<file path="src/rtl/ms72xx_pkg.sv">
// Shared constants for the MS72xx HDMI bridge control blocks: FSM encoding,
// I2C slave addresses and transfer direction.
package ms72xx_pkg;

    localparam logic [2:0] ST_IDLE      = 3'd0;
    localparam logic [2:0] ST_WAIT      = 3'd1;
    localparam logic [2:0] ST_REQ       = 3'd2;
    localparam logic [2:0] ST_EXEC      = 3'd3;
    localparam logic [2:0] ST_WAIT_DONE = 3'd4;
    localparam logic [2:0] ST_EVAL      = 3'd5;
    localparam logic [2:0] ST_HOLD      = 3'd6;

    localparam logic [6:0] MS7200_SLV_ADDR = 7'h59;
    localparam logic [6:0] MS7210_SLV_ADDR = 7'h56;

    localparam logic I2C_DIR_RD = 1'b1;
    localparam logic I2C_DIR_WR = 1'b0;

    localparam logic [7:0] I2C_WDATA_NONE = 8'h00;

endpackage

</file>
<file path="src/rtl/ms72xx_poll_timer.sv">
// Loadable down-counter; tc is high while enabled and the count has reached zero.
module ms72xx_poll_timer #(
    parameter int W = 24
) (
    input  logic         clk,
    input  logic         rst_n,
    input  logic         load,
    input  logic [W-1:0] load_val,
    input  logic         en,
    output logic         tc
);

    logic [W-1:0] cnt_q;
    logic [W-1:0] cnt_d;

    always_comb begin
        cnt_d = cnt_q;
        if (load)
            cnt_d = load_val;
        else if (en && (cnt_q != '0))
            cnt_d = cnt_q - 1'b1;
    end

    assign tc = en && !load && (cnt_q == '0);

    always_ff @(posedge clk or negedge rst_n) begin
        if (!rst_n)
            cnt_q <= '0;
        else
            cnt_q <= cnt_d;
    end

endmodule

</file>
<file path="src/rtl/ms7200_link_monitor.sv">
// Periodic MS7200 lock-status poller: borrows the shared I2C driver, debounces
// the result and pulses reinit_req when the link stays lost.
module ms7200_link_monitor
    import ms72xx_pkg::*;
#(
    parameter logic [15:0] STATUS_ADDR    = 16'h0029,
    parameter logic [7:0]  STATUS_MASK    = 8'h01,
    parameter logic [7:0]  STATUS_EXP     = 8'h01,
    parameter logic [23:0] POLL_CYCLES    = 24'd250_000,
    parameter logic [15:0] TIMEOUT_CYCLES = 16'd10_000,
    parameter logic [2:0]  FAIL_LIMIT     = 3'd3
) (
    input  logic        clk,
    input  logic        rst_n,
    input  logic        init_done,
    output logic        bus_req,
    input  logic        bus_gnt,
    output logic        i2c_exec,
    output logic        i2c_rh_wl,
    output logic [15:0] i2c_addr,
    output logic [7:0]  i2c_data_w,
    input  logic        i2c_done,
    input  logic        i2c_ack,
    input  logic [7:0]  i2c_data_r,
    output logic        link_ok,
    output logic [7:0]  status_byte,
    output logic        reinit_req,
    output logic        i2c_err
);

    logic [2:0] state_q, state_d;
    logic [2:0] fail_q, fail_d;
    logic [7:0] data_q, data_d;
    logic       ack_q, ack_d;
    logic       done_q, done_d;
    logic       abort_q, abort_d;
    logic       link_ok_q, link_ok_d;
    logic [7:0] status_q, status_d;
    logic       reinit_q, reinit_d;
    logic       err_q, err_d;

    logic       ivl_load, ivl_en, ivl_tc;
    logic       to_load, to_en, to_tc;
    logic [2:0] fail_inc;
    logic       abort_now;
    logic       success;

    ms72xx_poll_timer #(.W(24)) u_interval (
        .clk      (clk),
        .rst_n    (rst_n),
        .load     (ivl_load),
        .load_val (POLL_CYCLES - 24'd1),
        .en       (ivl_en),
        .tc       (ivl_tc)
    );

    ms72xx_poll_timer #(.W(16)) u_timeout (
        .clk      (clk),
        .rst_n    (rst_n),
        .load     (to_load),
        .load_val (TIMEOUT_CYCLES - 16'd1),
        .en       (to_en),
        .tc       (to_tc)
    );

    assign fail_inc  = (fail_q == FAIL_LIMIT) ? fail_q : fail_q + 3'd1;
    assign abort_now = abort_q || !init_done;
    assign success   = done_q && !ack_q && ((data_q & STATUS_MASK) == STATUS_EXP);

    always_comb begin
        state_d   = state_q;
        fail_d    = fail_q;
        data_d    = data_q;
        ack_d     = ack_q;
        done_d    = done_q;
        abort_d   = abort_q;
        link_ok_d = link_ok_q;
        status_d  = status_q;
        reinit_d  = 1'b0;
        err_d     = err_q;
        ivl_load  = 1'b0;
        ivl_en    = 1'b0;
        to_load   = 1'b0;
        to_en     = 1'b0;
        case (state_q)
            ST_IDLE: begin
                if (init_done) begin
                    fail_d   = 3'd0;
                    ivl_load = 1'b1;
                    state_d  = ST_WAIT;
                end
            end
            ST_WAIT: begin
                ivl_en = 1'b1;
                if (!init_done)
                    state_d = ST_IDLE;
                else if (ivl_tc)
                    state_d = ST_REQ;
            end
            ST_REQ: begin
                if (!init_done)
                    state_d = ST_IDLE;
                else if (bus_gnt)
                    state_d = ST_EXEC;
            end
            ST_EXEC: begin
                to_load = 1'b1;
                abort_d = !init_done;
                done_d  = 1'b0;
                state_d = ST_WAIT_DONE;
            end
            ST_WAIT_DONE: begin
                // a falling init_done only takes effect once the bus is free again
                to_en   = 1'b1;
                abort_d = abort_now;
                if (i2c_done) begin
                    done_d  = 1'b1;
                    ack_d   = i2c_ack;
                    data_d  = i2c_data_r;
                    err_d   = err_q || i2c_ack;
                    state_d = abort_now ? ST_IDLE : ST_EVAL;
                end else if (to_tc) begin
                    done_d  = 1'b0;
                    err_d   = 1'b1;
                    state_d = abort_now ? ST_IDLE : ST_EVAL;
                end
            end
            ST_EVAL: begin
                if (done_q && !ack_q)
                    status_d = data_q;
                if (success) begin
                    fail_d    = 3'd0;
                    link_ok_d = 1'b1;
                    ivl_load  = 1'b1;
                    state_d   = ST_WAIT;
                end else begin
                    fail_d = fail_inc;
                    if (fail_inc == FAIL_LIMIT) begin
                        link_ok_d = 1'b0;
                        reinit_d  = 1'b1;
                        state_d   = ST_HOLD;
                    end else begin
                        ivl_load = 1'b1;
                        state_d  = ST_WAIT;
                    end
                end
            end
            ST_HOLD: begin
                if (!init_done)
                    state_d = ST_IDLE;
            end
            default: state_d = ST_IDLE;
        endcase
        if (!init_done)
            link_ok_d = 1'b0;
    end

    always_ff @(posedge clk or negedge rst_n) begin
        if (!rst_n) begin
            state_q   <= ST_IDLE;
            fail_q    <= 3'd0;
            data_q    <= 8'h00;
            ack_q     <= 1'b0;
            done_q    <= 1'b0;
            abort_q   <= 1'b0;
            link_ok_q <= 1'b0;
            status_q  <= 8'h00;
            reinit_q  <= 1'b0;
            err_q     <= 1'b0;
        end else begin
            state_q   <= state_d;
            fail_q    <= fail_d;
            data_q    <= data_d;
            ack_q     <= ack_d;
            done_q    <= done_d;
            abort_q   <= abort_d;
            link_ok_q <= link_ok_d;
            status_q  <= status_d;
            reinit_q  <= reinit_d;
            err_q     <= err_d;
        end
    end

    assign bus_req     = (state_q == ST_REQ) || (state_q == ST_EXEC) || (state_q == ST_WAIT_DONE);
    assign i2c_exec    = (state_q == ST_EXEC);
    assign i2c_rh_wl   = I2C_DIR_RD;
    assign i2c_addr    = STATUS_ADDR;
    assign i2c_data_w  = I2C_WDATA_NONE;
    assign link_ok     = link_ok_q;
    assign status_byte = status_q;
    assign reinit_req  = reinit_q;
    assign i2c_err     = err_q;

endmodule

</file>
<file path="config.mk">
export PLATFORM = sky130hd
export DESIGN_NAME = ms7200_link_monitor
export DESIGN_NICKNAME = d
export VERILOG_FILES = /design/src/rtl/ms72xx_pkg.sv /design/src/rtl/ms72xx_poll_timer.sv /design/src/rtl/ms7200_link_monitor.sv
export SDC_FILE = /design/constraint.sdc
export NUM_CORES = 1
export LEC_CHECK = 0
export CORE_UTILIZATION = 55
export DETAILED_ROUTE_END_ITERATION = 6
export GPL_TIMING_DRIVEN = 0
export PLACE_DENSITY = 0.9
export REMOVE_ABC_BUFFERS = 1
export SKIP_CTS_REPAIR_TIMING = 1
export SLEW_MARGIN = 20
export SYNTH_ARGS = -nofsm -noshare
export SYNTH_HDL_FRONTEND = slang
export SYNTH_SLANG_ARGS = --single-unit
</file>
<file path="constraint.sdc">
create_clock -name clk -period 2.7 [get_ports clk]
set_input_delay 0.81 -clock clk [delete_from_list [all_inputs] [get_ports clk]]
set_output_delay 0.81 -clock clk [all_outputs]
set_load 0.05 [all_outputs]
</file>
==> impl_table.tex <==
\begin{tabular}{lr}
\hline
Metric & Value \\
\hline
\multicolumn{2}{l}{\textbf{Route}} \\
Number of vias per cell after detailed routing & roughly 6.2 \\
Total detailed-routing wirelength & around 8.0 mm \\
Routed wire length per instance & $\sim$17 um \\
Number of violations reported at the end of detailed-routing iteration 0 & between 200 and 300 \\
Length of the first detailed-routing pass in iterations & 6 \\
Antenna Violating Nets Remaining & 0 \\
Total vias in the final route & approximately 3000 \\
Number of remaining DRC errors & 0 \\
\multicolumn{2}{l}{\textbf{Synthesis}} \\
Main area contributors after synthesis & sky130\_fd\_sc\_hd\_\_dfrtp\_1 (47\%), sky130\_fd\_sc\_hd\_\_buf\_4 (5.3\%), sky130\_fd\_sc\_hd\_\_mux2\_2 (5.2\%) \\
Most used flip-flop cell after synthesis & sky130\_fd\_sc\_hd\_\_dfrtp\_1 \\
Biggest area consumer among synthesized cells & sky130\_fd\_sc\_hd\_\_dfrtp\_1 \\
Post-Syn Instances & about 360 \\
Total number of yosys warnings & 0 \\
Register bit count reported by yosys & 68 \\
Synthesized area & between 3000 and 4000 um\^{}2 \\
Number of different library cells in the post-synthesis netlist & 64 \\
Mean instance size in the synthesized netlist & between 10 and 15 um\^{}2 \\
Top cell type's share of synthesized area & 0.465 \\
Sequential element share of the synthesized area & 0.465 \\
Number of synthesized flops with an enable pin & 0 \\
Post-synth ARST share & 1.00 \\
\multicolumn{2}{l}{\textbf{Global routing}} \\
Global routing met1 resource utilization & 0.296 \\
Met2 usage & 0.380 \\
Via count of the first global-routing pass & roughly 2800 \\
Number of antenna violations at the first check in global routing & 0 \\
Total Routing Usage GR & 0.235 \\
Met3 Usage GRT & 0.0554 \\
Largest net degree at the start of global routing & 47 \\
Highest-utilization routing layer at the global route stage & met2 \\
Remaining global-route overflow & 0 \\
Wire length of the first global-routing pass & approximately 13 mm \\
\multicolumn{2}{l}{\textbf{Clock network}} \\
\# clock sinks & 68 \\
Clock Path Buffers & 2 \\
Clock latency on the worst-skew pair & $\sim$0.35 ns \\
Worst-path clk slew & 0.07 ns \\
CTS Root Cell & sky130\_fd\_sc\_hd\_\_clkbuf\_8 \\
H-tree levels & 3 \\
Number of buffers inserted during clock tree synthesis & 9 \\
CTS tree & done \\
\multicolumn{2}{l}{\textbf{Hold path}} \\
Path type of the worst min-delay path & input pin to async pin \\
\multicolumn{2}{l}{\textbf{Timing}} \\
Setup Skew & 0.00681 ns \\
Number of pins with negative max-slew slack in the final report & 0 \\
Crit share post-route & 0.975 \\
Highest achievable clock rate & around 380 MHz \\
Unrepaired setup endpoints after global routing & yes \\
Worst relative slew slack & 0.454 \\
Slew at the pin with the worst max-slew slack & 0.817 ns \\
Number of hold violations in the final report & 0 \\
Minimum period implied by the final worst setup slack & around 2.6 ns \\
Finish-stage setup viols & 0 \\
\multicolumn{2}{l}{\textbf{Layout}} \\
Leading cell type in the layout, fill and taps excluded & sky130\_fd\_sc\_hd\_\_dfrtp\_1 \\
Number of nets in the final layout & 413 \\
Area growth from synthesis to layout & 15.2\% \\
End-of-flow core utilization & 0.659 \\
Top library cells by usage in the layout, fill and taps aside & sky130\_fd\_sc\_hd\_\_dfrtp\_1 (67), sky130\_fd\_sc\_hd\_\_nor2\_1 (31), sky130\_fd\_sc\_hd\_\_nand2\_1 (26), sky130\_fd\_sc\_hd\_\_conb\_1 (25), sky130\_fd\_sc\_hd\_\_clkdlybuf4s50\_1 (23) \\
Antenna diode instance count & 0 \\
Fraction of final layout cells sized beyond drive strength 1 & 0.187 \\
\multicolumn{2}{l}{\textbf{Worst setup path}} \\
Crit path arrival time & 1.82 ns \\
Kind of launch point of the worst setup path & flip-flop \\
Type of the setup path with the least slack & flip-flop to output pin \\
Endpoint class of the critical path & output pin \\
Setup slack on the worst flop-to-flop path & roughly 0.090 ns \\
Critical path data required time & approximately 1.9 ns \\
Max Fanout on Critical Path & 15 \\
\multicolumn{2}{l}{\textbf{Power and ir drop}} \\
Leakage & between 1.5 and 2 nW \\
Cell Pwr Density & roughly 880 nW/um\^{}2 \\
Power consumption & 3.72 mW \\
Maximum ir drop on the vdd rail & around 0.00062 V \\
\multicolumn{2}{l}{\textbf{Die}} \\
Row cnt & 29 \\
Effective utilization at floorplan & 0.573 \\
Number of ports placed on the die boundary & between 50 and 60 \\
Standard cell core area & between 6000 and 7000 um\^{}2 \\
X dimension of the die & between 80 and 90 um \\
Die area & approximately 7000 um\^{}2 \\
Die boundary height & roughly 84 um \\
\multicolumn{2}{l}{\textbf{Run status}} \\
Status & complete, no violations \\
\multicolumn{2}{l}{\textbf{Placement}} \\
PortBufs & 26 \\
Placed wire-length estimate & between 5 and 6 mm \\
Final RePlAce weighted congestion & between 0.8 and 0.9 \\
\multicolumn{2}{l}{\textbf{Run}} \\
\# Max-Cap Violations & 0 \\
\hline
\end{tabular}
-- report_power, final --
group	switching (mW)	internal [mW]	leakage (nW)	total, mW
combinational	0.882	0.501	0.806	1.38
sequential	0.238	1.24	0.838	1.48
clock	0.407	0.449	0.0983	0.856
total	1.53	2.19	1.74	3.72
-- synth_stat cells (all sizes together) (6+ instances only) --
| master | count |
|---|---|
| xnor2 | 14 |
| mux2 | 17 |
| o21ai | 17 |
| nor4 | 8 |
| o211ai | 7 |
| clkbuf | 8 |
| or4 | 11 |
| a21oi | 13 |
| nor2 | 31 |
| dfrtp | 68 |
| a211oi | 8 |
| inv | 9 |
| nand2 | 26 |
| mux2i | 6 |
| nand3 | 6 |
| buf | 26 |
| nor3 | 11 |
| o31ai | 7 |
-- flip-flops by register name (all words and copies together) (netlist names) --
signal	count
link_ok	1
done_q	1
fail_q	3
status_byte	8
data_q	8
abort_q	1
reinit_req	1
i2c_err	1
u_timeout.cnt_q	16
u_interval.cnt_q	24
ack_q	1
state_q	3
-- layer usage --
layer / routed length (um) / vias up
met5: 0 / -
met3: 442 / 27
met4: 230 / 0
met2: 3920 / 128
met1: 3440 / 1456
li1: - / 1350
-- final timing paths --
check,from,endpoint,cells past startpoint
max in group asynchronous,rst_n,state_q[2],2
min in group clk,i2c_err,i2c_err,1
setup / recovery,state_q[2],i2c_exec,4
setup reg to reg,u_interval.cnt_q[0],u_interval.cnt_q[4],7
hold / removal,rst_n,u_interval.cnt_q[8],1
hold reg to reg,i2c_err,i2c_err,1
-- layout make-up --
cell class	instances	area [um^2]
well taps	77	96.3
repair buffers	37	350
multi-input cells	271	1820
clock inverters	6	63.8
clock buffers	10	138
inverters	9	37.5
fillers	461	2170
flip-flops and latches	68	1700
-- through the flow --
| stage | setup TNS [ns] | worst slack [ns] | hold slack, ns | instances | instance area, um^2 |
|---|---|---|---|---|---|
| after floorplan | 0 | 0.203 | 0.446 | 347 | 3510 |
| after global placement | -101.99 | -1.41 | 0.445 | 450 | 3860 |
| after detailed placement | -6.95 | -0.497 | 0.451 | 451 | 3890 |
| after CTS | -1.90 | -0.819 | 0.357 | 467 | 4090 |
| after global routing | -0.0809 | -0.0373 | 0.362 | 478 | 4210 |
| final | 0 | 0.0677 | 0.353 | 478 | 4210 |
-- cells by family (layout without fill, tap and decap cells) --
logic type               Yosys count  after routing  synth area share
AND/OR/NAND/NOR                  131            131             0.206
other                              2             25           0.00205
adder cells (fa/ha/maj)            3              3            0.0103
multiplexers                      23             23            0.0688
AO/OA/AOI/OAI                     74             75             0.140
XOR/XNOR                          14             14            0.0335
flip-flops                        68             68             0.465
buffers and inverters             44             62            0.0742
-- worst max-delay path: stages, from the launching register on --
cell and delay (ns):
sky130_fd_sc_hd__dfrtp_2 0.51, sky130_fd_sc_hd__inv_1 0.21, sky130_fd_sc_hd__nand3_2 0.25, sky130_fd_sc_hd__clkinvlp_4 0.21
sky130_fd_sc_hd__clkbuf_2 0.29
(Power assumes the default switching activity.)
